## src/rtl/core_pkg.sv

```systemverilog
// Shared core definitions: fetch FSM state encodings, fault cause codes and
// the instruction-alignment helper used by the fetch control and trap logic.
package core_pkg;

  typedef enum logic [1:0] {
    S_REQ   = 2'b00,
    S_VALID = 2'b01,
    S_FAULT = 2'b10
  } fetch_state_t;

  typedef enum logic [1:0] {
    CAUSE_NONE     = 2'b00,
    CAUSE_MISALIGN = 2'b01,
    CAUSE_TIMEOUT  = 2'b10
  } fault_cause_t;

  function automatic logic is_aligned(input logic [1:0] addr_lsb);
    return (addr_lsb == 2'b00);
  endfunction

endpackage

```

## src/rtl/fetch_unit_if.sv

```systemverilog
// Instruction-memory request/response bus between the fetch unit (master)
// and the instruction memory (slave).
interface fetch_unit_if;
  logic        imem_req;
  logic [31:0] imem_addr;
  logic        imem_ack;
  logic [31:0] imem_rdata;

  modport master (
    output imem_req,
    output imem_addr,
    input  imem_ack,
    input  imem_rdata
  );

  modport slave (
    input  imem_req,
    input  imem_addr,
    output imem_ack,
    output imem_rdata
  );
endinterface

```

## src/rtl/fetch_unit_timer.sv

```systemverilog
// Wait counter for an outstanding fetch; expired flags the last cycle an
// un-acked request may stay pending. The count saturates instead of wrapping.
module fetch_timer #(
  parameter int TIMEOUT = 16
) (
  input  logic clk,
  input  logic rst_n,
  input  logic clear,
  input  logic enable,
  output logic expired
);

  localparam int W = $clog2(TIMEOUT + 1);
  localparam logic [W-1:0] LAST  = W'(TIMEOUT - 1);
  localparam logic [W-1:0] LIMIT = W'(TIMEOUT);

  logic [W-1:0] count_r;

  // wait-cycle counter, cleared on ack/leave, saturating at the limit
  always_ff @(posedge clk) begin
    if (!rst_n) begin
      count_r <= {W{1'b0}};
    end else if (clear) begin
      count_r <= {W{1'b0}};
    end else if (enable && (count_r != LIMIT)) begin
      count_r <= count_r + W'(1);
    end else begin
      count_r <= count_r;
    end
  end

  assign expired = (count_r >= LAST);

endmodule

```

## src/rtl/fetch_unit.sv

```systemverilog
// Instruction fetch unit: issues one request per PC, latches the returned
// word for decode, and traps on fetch timeout or a misaligned next PC.
module fetch_unit
  import core_pkg::*;
#(
  parameter logic [31:0] RESET_PC = 32'h0000_0000,
  parameter int          TIMEOUT  = 16
) (
  input  logic               clk,
  input  logic               rst_n,
  input  logic [31:0]        pc_next,
  input  logic               retire,
  fetch_unit_if.master       imem,
  output logic [31:0]        pc,
  output logic [31:0]        instr,
  output logic               instr_valid,
  output logic               fetch_fault,
  output logic [1:0]         fault_cause
);

  fetch_state_t state_r;
  fetch_state_t state_nx_s;
  fault_cause_t cause_r;
  logic [31:0]  pc_r;
  logic [31:0]  instr_r;
  logic         expired_s;
  logic         req_s;
  logic         valid_s;
  logic         fault_s;
  logic         timer_en_s;
  logic         timer_clr_s;

  // Timer only runs while a request is pending and unanswered.
  assign timer_en_s  = (state_r == S_REQ) && !imem.imem_ack;
  assign timer_clr_s = (state_r != S_REQ) || imem.imem_ack;

  fetch_timer #(
    .TIMEOUT (TIMEOUT)
  ) u_timer (
    .clk     (clk),
    .rst_n   (rst_n),
    .clear   (timer_clr_s),
    .enable  (timer_en_s),
    .expired (expired_s)
  );

  // state register
  always_ff @(posedge clk) begin
    if (!rst_n) begin
      state_r <= S_REQ;
    end else begin
      state_r <= state_nx_s;
    end
  end

  // next-state logic; ack takes priority over the timeout
  always_comb begin
    state_nx_s = state_r;
    case (state_r)
      S_REQ: begin
        if (imem.imem_ack) begin
          state_nx_s = S_VALID;
        end else if (expired_s) begin
          state_nx_s = S_FAULT;
        end else begin
          state_nx_s = S_REQ;
        end
      end
      S_VALID: begin
        if (retire) begin
          state_nx_s = is_aligned(pc_next[1:0]) ? S_REQ : S_FAULT;
        end else begin
          state_nx_s = S_VALID;
        end
      end
      S_FAULT: state_nx_s = S_FAULT;
      default: state_nx_s = S_FAULT;
    endcase
  end

  // state-decoded outputs; the request is held low while reset is asserted
  always_comb begin
    req_s   = 1'b0;
    valid_s = 1'b0;
    fault_s = 1'b0;
    case (state_r)
      S_REQ:   req_s   = rst_n;
      S_VALID: valid_s = 1'b1;
      S_FAULT: fault_s = 1'b1;
      default: fault_s = 1'b1;
    endcase
  end

  // pc, instruction latch and fault cause
  always_ff @(posedge clk) begin
    if (!rst_n) begin
      pc_r    <= RESET_PC;
      instr_r <= 32'h0000_0000;
      cause_r <= CAUSE_NONE;
    end else begin
      case (state_r)
        S_REQ: begin
          if (imem.imem_ack) begin
            instr_r <= imem.imem_rdata;
          end else if (expired_s) begin
            cause_r <= CAUSE_TIMEOUT;
          end else begin
            instr_r <= instr_r;
          end
        end
        S_VALID: begin
          if (retire) begin
            // the faulting target is kept in pc so the trap can report it
            pc_r <= pc_next;
            if (!is_aligned(pc_next[1:0])) begin
              cause_r <= CAUSE_MISALIGN;
            end else begin
              cause_r <= cause_r;
            end
          end else begin
            pc_r <= pc_r;
          end
        end
        default: begin
          pc_r    <= pc_r;
          instr_r <= instr_r;
          cause_r <= cause_r;
        end
      endcase
    end
  end

  assign imem.imem_req  = req_s;
  assign imem.imem_addr = pc_r;
  assign pc             = pc_r;
  assign instr          = instr_r;
  assign instr_valid    = valid_s;
  assign fetch_fault    = fault_s;
  assign fault_cause    = cause_r;

endmodule

```

## src/flat_wrapper.sv

```systemverilog
// flat-port wrapper written by rule: the top's interface ports become plain ports
module fetch_unit_flat import core_pkg::*;
#(
  parameter logic [31:0] RESET_PC = 32'h0000_0000,
  parameter int          TIMEOUT  = 16
)
  (clk, rst_n, pc_next, retire, pc, instr, instr_valid, fetch_fault, fault_cause, imem_imem_req, imem_imem_addr, imem_imem_ack, imem_imem_rdata);
  fetch_unit_if imem_i ();
  input  logic clk;
  input  logic rst_n;
  input  logic [31:0] pc_next;
  input  logic retire;
  output logic [31:0] pc;
  output logic [31:0] instr;
  output logic instr_valid;
  output logic fetch_fault;
  output logic [1:0] fault_cause;
  output wire logic [$bits(imem_i.imem_req)-1:0] imem_imem_req;
  output wire logic [$bits(imem_i.imem_addr)-1:0] imem_imem_addr;
  input wire logic [$bits(imem_i.imem_ack)-1:0] imem_imem_ack;
  input wire logic [$bits(imem_i.imem_rdata)-1:0] imem_imem_rdata;
  assign imem_imem_req = imem_i.imem_req;
  assign imem_imem_addr = imem_i.imem_addr;
  assign imem_i.imem_ack = imem_imem_ack;
  assign imem_i.imem_rdata = imem_imem_rdata;
  fetch_unit #(.RESET_PC(RESET_PC), .TIMEOUT(TIMEOUT)) u_core (.clk(clk), .rst_n(rst_n), .pc_next(pc_next), .retire(retire), .imem(imem_i), .pc(pc), .instr(instr), .instr_valid(instr_valid), .fetch_fault(fetch_fault), .fault_cause(fault_cause));
endmodule
```

## config.mk

```make
export PLATFORM = sky130hd
export DESIGN_NAME = fetch_unit_flat
export DESIGN_NICKNAME = d
export VERILOG_FILES = /design/src/rtl/core_pkg.sv /design/src/rtl/fetch_unit_if.sv /design/src/rtl/fetch_unit_timer.sv /design/src/rtl/fetch_unit.sv /design/src/flat_wrapper.sv
export SDC_FILE = /design/constraint.sdc
export NUM_CORES = 1
export LEC_CHECK = 0
export BUFFER_PORTS_ARGS = -buffer_cell sky130_fd_sc_hd__buf_2
export CORE_MARGIN = 2
export CORE_UTILIZATION = 35
export DETAILED_ROUTE_END_ITERATION = 6
export PLACE_DENSITY = 0.73
export SYNTH_ARGS = -nofsm -noshare
export SYNTH_HDL_FRONTEND = slang
export SYNTH_HIERARCHICAL = 1
export SYNTH_SLANG_ARGS = --single-unit
```

## constraint.sdc

```tcl
create_clock -name clk -period 2.1 [get_ports clk]
set_input_delay 0.42 -clock clk [delete_from_list [all_inputs] [get_ports clk]]
set_output_delay 0.42 -clock clk [all_outputs]
set_load 0.005 [all_outputs]
```

==> metrics.cfg, run 1 <==
[run_status]
outcome = completed

[global_routing]
antenna_found_initial = 0
grt_pass1_wl_mm = 11.8
grt.total_usage_pct = 14.9
grt_pass1_vias = 2587
grt_start_max_net_pins = 39
grt_overflow_total = 0

[critical_path]
cp.arrival_ns = 2.04
endpoint_kind = register
required_ns = 2.33
critPathKind = reg2reg
startpoint_type = register
crit_top_cell = ha_1
path_cells = ha_1, and3_1, ha_1, nor2_1, nand2_1, nor4b_1, nor2b_1, o21a_1
slowest_stage = nor4b_1
critPathMaxStageDelay_ns = 0.43
path_max_fanout = 5

[pwr]
leakage_uw = 0.00194
vdd_drop_max_mv = 0.333
power_uw = 2950
power.density_nw_per_um2 = 741

[placed_design]
place.gp.congestion = 0.771
port_buffers = 168
dpl.hpwl_mm = 5.26

[synth]
yosys-top-cells-count = nand2_1, dfxtp_1, a21boi_1, buf_4, a21boi_0
synth_enable_flop_cells = 0
synth.top_cell.area_share_pct = 46.4
synth_adder_area_share_pct = 1.19
netlist_instances = 368
yosys.cell_count.top_type = nand2_1
synth-xor-area-share_pct = 0.278
syn_area_um2 = 3150
ys_seq_area_share_pct = 46.4
ys_types = 34
syn_avg_cell_area_um2 = 8.56
synth_top_family_by_area = simple AND/OR/NAND/NOR gates
synth_warnings = 6
ys.flop_type = dfxtp_1
ys_async_sr_fraction_pct = 0
synthMuxAreaShare_pct = 0
ys_ff_latch = 73
syn_nets = 439
synth_simple_gate_area_share_pct = 21.5
synth.top_cells.by_area = dfxtp_1, nand2_1, a21boi_1
synth_top_cell_by_area = dfxtp_1
synth_compound_area_share_pct = 17.8

[route]
drc_errors = 0
drtPass1Iterations = 4
routedWlPerCell_um = 12.1
drtAntennaViolNets = 0
num_vias = 2783
vias_per_cell = 4.57
dr.first_iter.drc_count = 71
wirelength_mm = 7.35

[sta]
worst_pin_slew_ns = 0.504
fmaxAchievable_ghz = 0.553
fin_crit_ns = 1.81
max_slew_margin_pct = 65.9
rsz0062_at_grt = false
finalClockSkew_ns = 0.00628
setup_viol = 0
fin_tns_setup_ns = 0
hold_viol = 0
whs_ns = 0.311
drv_slew = 0
period_share_pct = 86.2

[floorplan]
ios = 169
initial_core_util_pct = 36.1
fp.dieW_um = 98.9
die_y_um = 98.9
row_count = 34
dieArea_um2 = 9780
core_area_um2 = 8720

[job]
cap_violations = 0

[clocking]
cts_resized = 0
post_cts_buffers = 0
ctsHoldBuffers = 0
cts_tree = done
clk_path_buf_depth = 2
cts_buffers = 9
clk_latency_ns = 0.33
clockRootBuffer = clkbuf_8
clock-sinks = 73
path_clk_slew_ns = 0.08
htreeDepth = 3

[hold_path]
hold_path.class = in2reg

[layout]
nets = 567
syn_to_final_growth_pct = 26.4
final-seq-area_um2 = 1460
fill_cells = 889
drive_above_1_share_pct = 38.5
diodes = 0
multi_input_area_um2 = 1280

==> critical path, delay by kind of cell, from the launching register on <==
family	cells	cell delay [ns]
AND/OR/NAND/NOR	5	0.79
flip-flops	1	0.40
AO/OA/AOI/OAI	1	0.18
adder cells (fa/ha/maj)	2	0.34
==> logic make-up (layout without fill, tap and decap cells) <==
kind of cell    Yosys count  count (layout)
flops                    73              73
simple gates            155             155
buf+inv                  62             195
compound gates           74              74
xor+xnor                  1               1
fa+ha+maj                 3               3
==> sequential cells by signal, indices dropped and copies added (netlist names) <==
| register | cells |
|---|---|
| u_core/fault_cause | 2 |
| u_core/u_timer/count_r | 5 |
| u_core/state_r | 2 |
| u_core/imem.imem_addr | 32 |
| u_core/instr | 32 |
==> power by group <==
group,leakage (uW),total (uW),switching (uW),internal (uW)
Sequential,0.000595,1500,47.2,1460
Combinational,0.00125,399,206,193
Clock,0.0000998,1050,505,543
==> worst paths after layout <==
path                                                start                     to  slack [ns]  cells after the start
worst max register to register  u_core/u_timer/count_r[1]  u_core/fault_cause[0]        0.29                      8
worst max-delay path            u_core/u_timer/count_r[1]  u_core/fault_cause[0]        0.29                      8
worst min register to register            u_core/instr[2]        u_core/instr[2]        0.45                      2
worst min-delay path                   imem_imem_rdata[9]        u_core/instr[9]        0.31                      3
==> layout by cell type, fill, tap and decap left out, drive strengths merged, types with 3 or more instances in the layout <==
cell / netlist / routed
inv: 5 / 5
a21boi: 64 / 64
nor2: 6 / 6
nand2: 130 / 130
clkinv: 0 / 5
dfxtp: 73 / 73
ha: 3 / 3
nor2b: 4 / 4
buf: 49 / 174
clkbuf: 8 / 10
==> stage by stage <==
step	std cells	utilization, %	setup slack, ns	instance area (um^2)
6_report	609	45.7	0.290	3980
5_1_grt	609	45.7	0.0972	3980
4_1_cts	609	45.7	0.299	3980
3_5_place_dp	593	43.5	0.331	3800
3_3_place_gp	593	43.5	0.413	3800
2_1_floorplan	368	-	0.498	3150
==> final cells by class <==
class                   count  share of cell area (%)
flip-flops and latches     73                    36.7
multi-input cells         233                    32.2
repair buffers            174                    22.6
well taps                 108                    3.39
clock buffers              10                    3.20
clock inverters             6                    1.48
inverters                   5                   0.471
==> routing by layer <==
layer	wire length, um	GRT usage, %	up-vias
li1	-	-	1414
met1	3010	15.7	1263
met2	3740	27.2	98
met3	500	4.96	8
met4	92	5.69	0
met5	0	0	-
(Power assumes the default switching activity.)
==> run 2, diff against run 1 <==
--- a/config.mk
+++ b/config.mk
@@ -5,6 +5,7 @@
 export SDC_FILE = /design/constraint.sdc
 export NUM_CORES = 1
 export LEC_CHECK = 0
+export ABC_AREA = 1
 export BUFFER_PORTS_ARGS = -buffer_cell sky130_fd_sc_hd__buf_2
 export CORE_MARGIN = 2
 export CORE_UTILIZATION = 35
==> run 2 against run 1 <==
First-iteration DRC count increased by 5.6%. Via count increased by 5.6%. Sequential power about the same. Total power increased by 4.9%. Clock skew increased by 0.00057 ns. Synthesized cell count increased by 8.4%. Routed wire length decreased by 0.94%. Clock-buffer cell count increased by 2. Fmax increased by 10%. Flip-flop and latch count unchanged. Critical path depth decreased by 4. Die area decreased by 2.3%.
==> metrics.cfg, run 2 <==
[sta]
finalClockSkew_ns = 0.00685  ; +0.000574 ns
max_slew_margin_pct = 64.4  ; -1.5 points
period_share_pct = 78.3  ; -7.9 points
drv_slew = 0  ; unchanged
hold_viol = 0  ; unchanged
worst_pin_slew_ns = 0.533  ; +0.0284 ns
layout_setup_ws_ns = 0.455  ; +0.165 ns
fmaxAchievable_ghz = 0.608  ; +10%
rsz0062_at_grt = false
fin_tns_setup_ns = 0  ; unchanged
fin_crit_ns = 1.64  ; -0.165 ns
setup_viol = 0  ; unchanged

[hold_path]
hold_path.class = in2reg
holdPathStages = 3  ; unchanged

[pwr]
comb_power_share_pct = 14.9  ; +1.4 points
leakage_uw = 0.00196  ; +0.72%
swShare_pct = 25.9  ; +0.24 points
p_int_uw = 2300  ; +4.6%
power.density_nw_per_um2 = 792  ; +6.8%
p_seq_share_pct = 49.4  ; -1.6 points
p_sw_uw = 803  ; +5.9%
vdd_drop_max_mv = 0.390  ; +17%
power.share.clock_pct = 35.7  ; +0.2 points
power_uw = 3100  ; +4.9%

[placed_design]
place_area_um2 = 3710  ; -2.3%
dpl.hpwl_mm = 5.34  ; +1.5%
place_ws_ns = 0.537  ; +0.206 ns
place.gp.congestion = 0.842  ; +9.3%
port_buffers = 168  ; unchanged

[global_routing]
grt_pass1_vias = 2610  ; +0.89%
grt_overflow_total = 0  ; unchanged
grt_pass1_wl_mm = 11.9  ; +1.3%
antenna_found_initial = 0  ; unchanged
grt_start_max_net_pins = 37  ; -5.1%
grt.total_usage_pct = 15.3  ; +0.39 points

[synth]
synth_warnings = 6  ; unchanged
netlist_instances = 399  ; +8.4%
ys_types = 23  ; -32%
ys.flop_type = dfxtp_1
synth_enable_flop_cells = 0  ; unchanged
syn_avg_cell_area_um2 = 7.70  ; -10%
ys_seq_area_share_pct = 47.5  ; +1.2 points
synth.top_cells.by_area = dfxtp_1, nor2_1, buf_4
yosys-top-cells-count = nor2_1, dfxtp_1, nand2_1
ys_async_sr_fraction_pct = 0  ; unchanged
synth_top_cell_by_area = dfxtp_1
synth.top_cell.area_share_pct = 47.5  ; +1.2 points
ys_ff_latch = 73  ; unchanged
yosys.cell_count.top_type = nor2_1
syn_nets = 470  ; +7.1%
syn_area_um2 = 3070  ; -2.4%

[critical_path]
reg2reg_depth = 11  ; +3
startpoint_type = register
path_max_fanout = 5  ; unchanged
critPathKind = reg2out
required_ns = 1.68  ; -0.65 ns
endpoint_kind = output pin
path_cells = nor2_2, inv_1, nor2_1, buf_2
cp.arrival_ns = 1.22  ; -0.82 ns
critPathMaxStageDelay_ns = 0.37  ; -0.06 ns
slowest_stage = dfxtp_1

[clocking]
cts_buffers = 9  ; unchanged
path_clk_slew_ns = 0.08  ; about the same
clk_latency_ns = 0.34  ; about the same
cts_resized = 0  ; unchanged
cts_tree = done
post_cts_buffers = 0  ; unchanged
htreeDepth = 3  ; unchanged
ctsHoldBuffers = 0  ; unchanged
clock-sinks = 73  ; unchanged
clockRootBuffer = clkbuf_8
clk_path_buf_depth = 2  ; unchanged

[layout]
multi_input_area_um2 = 1150  ; -11%
diodes = 0  ; unchanged
post-route-util_pct = 45.3  ; -0.35 points
syn_to_final_growth_pct = 27.3
nets = 599  ; +5.6%
drive_above_1_share_pct = 37.9  ; -0.62 points
layout_commonest_cell = buf_2
fin_area_um2 = 3910  ; -1.7%
fill_cells = 901  ; +1.3%
layout_common_cells = buf_2, nor2_1, dfxtp_1
final-seq-area_um2 = 1460  ; unchanged

[route]
drc_errors = 0  ; unchanged
drtAntennaViolNets = 0  ; unchanged
wirelength_mm = 7.28  ; -0.94%
vias_per_cell = 4.58  ; +0.30%
routedWlPerCell_um = 11.4  ; -5.9%
drtPass1Iterations = 5  ; +1
num_vias = 2938  ; +5.6%
dr.first_iter.drc_count = 75  ; +5.6%

[floorplan]
row_count = 34  ; unchanged
core_area_um2 = 8640  ; -0.98%
die_y_um = 97.7  ; -1.2%
initial_core_util_pct = 35.6  ; -0.53 points
ios = 169  ; unchanged
fp.dieW_um = 97.7  ; -1.2%
dieArea_um2 = 9550  ; -2.3%

[run_status]
outcome = completed

[job]
cap_violations = 0  ; unchanged

==> run 2: cell types whose count changed after synthesis, moves of 8 or more <==
| cell | change |
|---|---|
| buf_2 | -8 |
| inv_1 | +13 |
| a21oi_1 | +36 |
| a21boi_0 | -29 |
| a21boi_1 | -35 |
| o21ai_0 | +31 |
| nor2_1 | +72 |
| nand3_1 | +38 |
| nand2_1 | -83 |
==> run 2: final timing paths <==
path	slack [ns]	start	to
worst max-delay path	0.46	u_core/state_r[1]	imem_imem_req
worst min-delay path	0.33	imem_imem_rdata[16]	u_core/instr[16]
worst min register to register	0.47	u_core/imem.imem_addr[18]	u_core/imem.imem_addr[18]
worst max register to register	0.53	u_core/u_timer/count_r[1]	u_core/fault_cause[0]
==> run 2: kinds of logic (layout without fill, tap and decap cells) <==
| family | count (synthesis) | in the layout | share of synthesized area [%] |
|---|---|---|---|
| adders and majority gates | 3 | 3 | 1.22 |
| DFF | 73 | 73 | 47.5 |
| buffers and inverters | 77 | 211 | 15.2 |
| AOI/OAI and AO/OA | 72 | 72 | 11.8 |
| and+or+nand+nor | 174 | 174 | 24.2 |
==> run 2: per-stage QoR <==
stage,hold WS (ns),instances
2_1_floorplan,0.469,399
3_3_place_gp,0.459,625
3_5_place_dp,0.466,625
4_1_cts,0.305,641
5_1_grt,0.311,641
6_report,0.328,641
==> run 2: metal layers <==
| layer | part of all wire [%] | GRT usage [%] | vias to the layer above |
|---|---|---|---|
| met2 | 47 | 25.8 | 116 |
| met3 | 8.4 | 5.54 | 8 |
| met1 | 44 | 18.0 | 1312 |
| met5 | 0 | 0 | - |
| met4 | 1.0 | 5.13 | 0 |
| li1 | - | - | 1502 |
==> run 2: layout make-up <==
cell class                 instances  area share (%)
sequential                        73            37.3
tap                              108            3.45
clock inverter                     4            1.31
multi-input combinational        249            29.3
inverter                          21            2.01
clock buffer                      12            3.96
timing repair buffer             174            22.6
==> run 2: power by group through the flow <==
stage / Sequential (uW) / Clock, uW / Combinational [uW]
6_report: 1530 / 1110 / 461
3_5_place_dp: 1560 / 0 / 465
2_1_floorplan: 1570 / 0 / 283
3_3_place_gp: 1560 / 0 / 457
4_1_cts: 1530 / 1160 / 465
5_1_grt: 1540 / 1230 / 525
==> run 2: worst max-delay path: cells and delay by family (launching register included) <==
kind,cells,cell delay [ns]
buf+inv,2,0.21
flops,1,0.37
simple gates,2,0.32
==> run 3, diff against run 2 <==
==> constraint.sdc (replaced) <==
create_clock -name clk -period 1.7 [get_ports clk]
set_input_delay 0.34 -clock clk [delete_from_list [all_inputs] [get_ports clk]]
set_output_delay 0.34 -clock clk [all_outputs]
set_load 0.005 [all_outputs]
==> run 3 against run 2 <==
Total power grew 32%. Flip-flop and latch count is the same. Worst hold slack lost 0.081 ns. Sequential power grew 24%. Largest cell class unchanged. Largest power group unchanged.
==> metrics.cfg, run 3 (synthesis gave the netlist of run 2 again) <==
[global_routing]
antenna_found_initial = 1  ; +1
grt.total_usage_pct = 15.2  ; -0.044 points
grt_pass1_wl_mm = 12.1  ; +1.2%
grt_start_max_net_pins = 35  ; -5.4%
grt_overflow_total = 0  ; unchanged
grt_pass1_vias = 2733  ; +4.7%

[sta]
layout_setup_ws_ns = 0.124  ; -0.332 ns
fin_crit_ns = 1.58
hold_viol = 0  ; unchanged
worst_pin_slew_ns = 0.347  ; -0.186 ns
setup_viol = 0  ; unchanged
drv_slew = 0  ; unchanged
max_slew_margin_pct = 76.9  ; +12 points
fmaxAchievable_ghz = 0.634
rsz0062_at_grt = false
fin_tns_setup_ns = 0  ; unchanged
period_share_pct = 92.7
finalClockSkew_ns = 0.00694  ; +0.0000896 ns

[layout]
fin_area_um2 = 3980  ; +1.8%
syn_to_final_growth_pct = 29.6
diodes = 0  ; unchanged
layout_common_cells = buf_2, nor2_1, dfxtp_1
nets = 601  ; +0.33%
drive_above_1_share_pct = 38.7  ; +0.79 points
layout_commonest_cell = buf_2
fill_cells = 876  ; -2.8%
post-route-util_pct = 46.1  ; +0.81 points

[critical_path]
ff2ff_setup_slack_ns = 0.21  ; -0.32 ns
r2r_start = u_core/state_r[1]
reg2reg_depth = 9  ; -2
required_ns = 1.36  ; -0.32 ns
endpoint_kind = output pin
path_max_fanout = 5  ; unchanged
startpoint_type = register
cp.arrival_ns = 1.24  ; +0.02 ns
worstReg2RegEnd = u_core/u_timer/count_r[4]
critPathKind = reg2out

[route]
dr.first_iter.drc_count = 73  ; -2.7%
num_vias = 2969  ; +1.1%
vias_per_cell = 4.62  ; +0.74%
drtPass1Iterations = 4  ; -1
drtAntennaViolNets = 0  ; unchanged
drc_errors = 0  ; unchanged
routedWlPerCell_um = 11.6  ; +1.9%
wirelength_mm = 7.44  ; +2.2%

[pwr]
leakage_uw = 0.00199  ; +1.7%
power.density_nw_per_um2 = 1030  ; +30%
comb_power_share_pct = 14.2  ; -0.7 points
power_uw = 4100  ; +32%
vdd_drop_max_mv = 0.575  ; +47%
p_sw_uw = 1010  ; +25%
swShare_pct = 24.5  ; -1.4 points
p_int_uw = 3100  ; +35%
p_seq_share_pct = 46.0  ; -3.4 points
power.share.clock_pct = 39.8  ; +4.1 points

[floorplan]
fp.dieW_um = 97.7  ; unchanged
initial_core_util_pct = 35.6  ; unchanged
ios = 169  ; unchanged
row_count = 34  ; unchanged
die_y_um = 97.7  ; unchanged
core_area_um2 = 8640  ; unchanged
dieArea_um2 = 9550  ; unchanged

[clocking]
clk_path_buf_depth = 2  ; unchanged
clockRootBuffer = clkbuf_8
cts_buffers = 9  ; unchanged
path_clk_slew_ns = 0.08  ; about the same
htreeDepth = 3  ; unchanged
ctsHoldBuffers = 0  ; unchanged
clock-sinks = 73  ; unchanged
cts_tree = done
post_cts_buffers = 0  ; unchanged
clk_latency_ns = 0.33  ; about the same

[hold_path]
min_to = u_core/instr[17]
min_from = imem_imem_rdata[17]
hold_path.class = in2reg
holdPathStages = 3  ; unchanged

[placed_design]
dpl.hpwl_mm = 5.54  ; +3.7%
port_buffers = 168  ; unchanged
place.gp.congestion = 0.804  ; -4.6%
place_area_um2 = 3730  ; +0.74%
place_ws_ns = 0.148  ; -0.390 ns

[job]
cap_violations = 0  ; unchanged

[run_status]
outcome = completed

## run 3: cell count changes in the layout (fill, tap and decap cells not counted), sizes merged
| cell | delta |
|---|---|
| clkbuf | -1 |
| buf | +2 |
| bufinv | +2 |
| clkinv | -1 |
## run 3: how the worst max path moves through the flow
stage	from	end	slack, ns
floorplan	u_core/u_timer/count_r[1]	u_core/fault_cause[0]	0.29
global placement	u_core/u_timer/count_r[1]	u_core/fault_cause[0]	0.22
detailed placement	u_core/u_timer/count_r[1]	u_core/fault_cause[0]	0.15
CTS	u_core/state_r[1]	imem_imem_req	0.10
global route	u_core/u_timer/count_r[1]	u_core/fault_cause[0]	0.03
finish	u_core/state_r[1]	imem_imem_req	0.12
## run 3: cell type report
class	count	area, um^2	share of cell area, %
clock inverter	5	103	2.58
clock buffer	11	141	3.55
tap	108	135	3.39
timing repair buffer	176	913	22.9
multi-input combinational	249	1150	28.8
inverter	21	78.8	1.98
sequential	73	1460	36.7
## run 3: worst max-delay path, stage by stage (launching register included)
cell and delay (ns):
dfxtp_1 0.37, nor2_2 0.22, inv_1 0.08, nor2_1 0.09, buf_2 0.13
## run 3: layer usage
layer	global-route usage, %	routed length [um]	vias to the layer above
met5	0	11	-
met4	5.45	72	2
met3	5.04	626	8
met2	26.8	3600	117
met1	17.2	3140	1338
li1	-	-	1504
## run 3: timing repair
action,4_1_cts,5_1_grt
gates resized for setup,0,3
setup endpoints to repair,0,2
hold endpoints to repair,0,0
## run 3: power by group through the flow
stage               Sequential, uW  Combinational, uW  Clock, uW
finish                        1890                582       1630
global route                  1900                659       1760
CTS                           1890                591       1690
detailed placement            1930                591          0
global placement              1920                575          0
floorplan                     1940                350          0
## run 3: stage by stage
stage               instances  hold WS [ns]
floorplan                 399         0.469
global placement          627         0.460
detailed placement        627         0.464
CTS                       643         0.229
global route              643         0.250
finish                    643         0.248
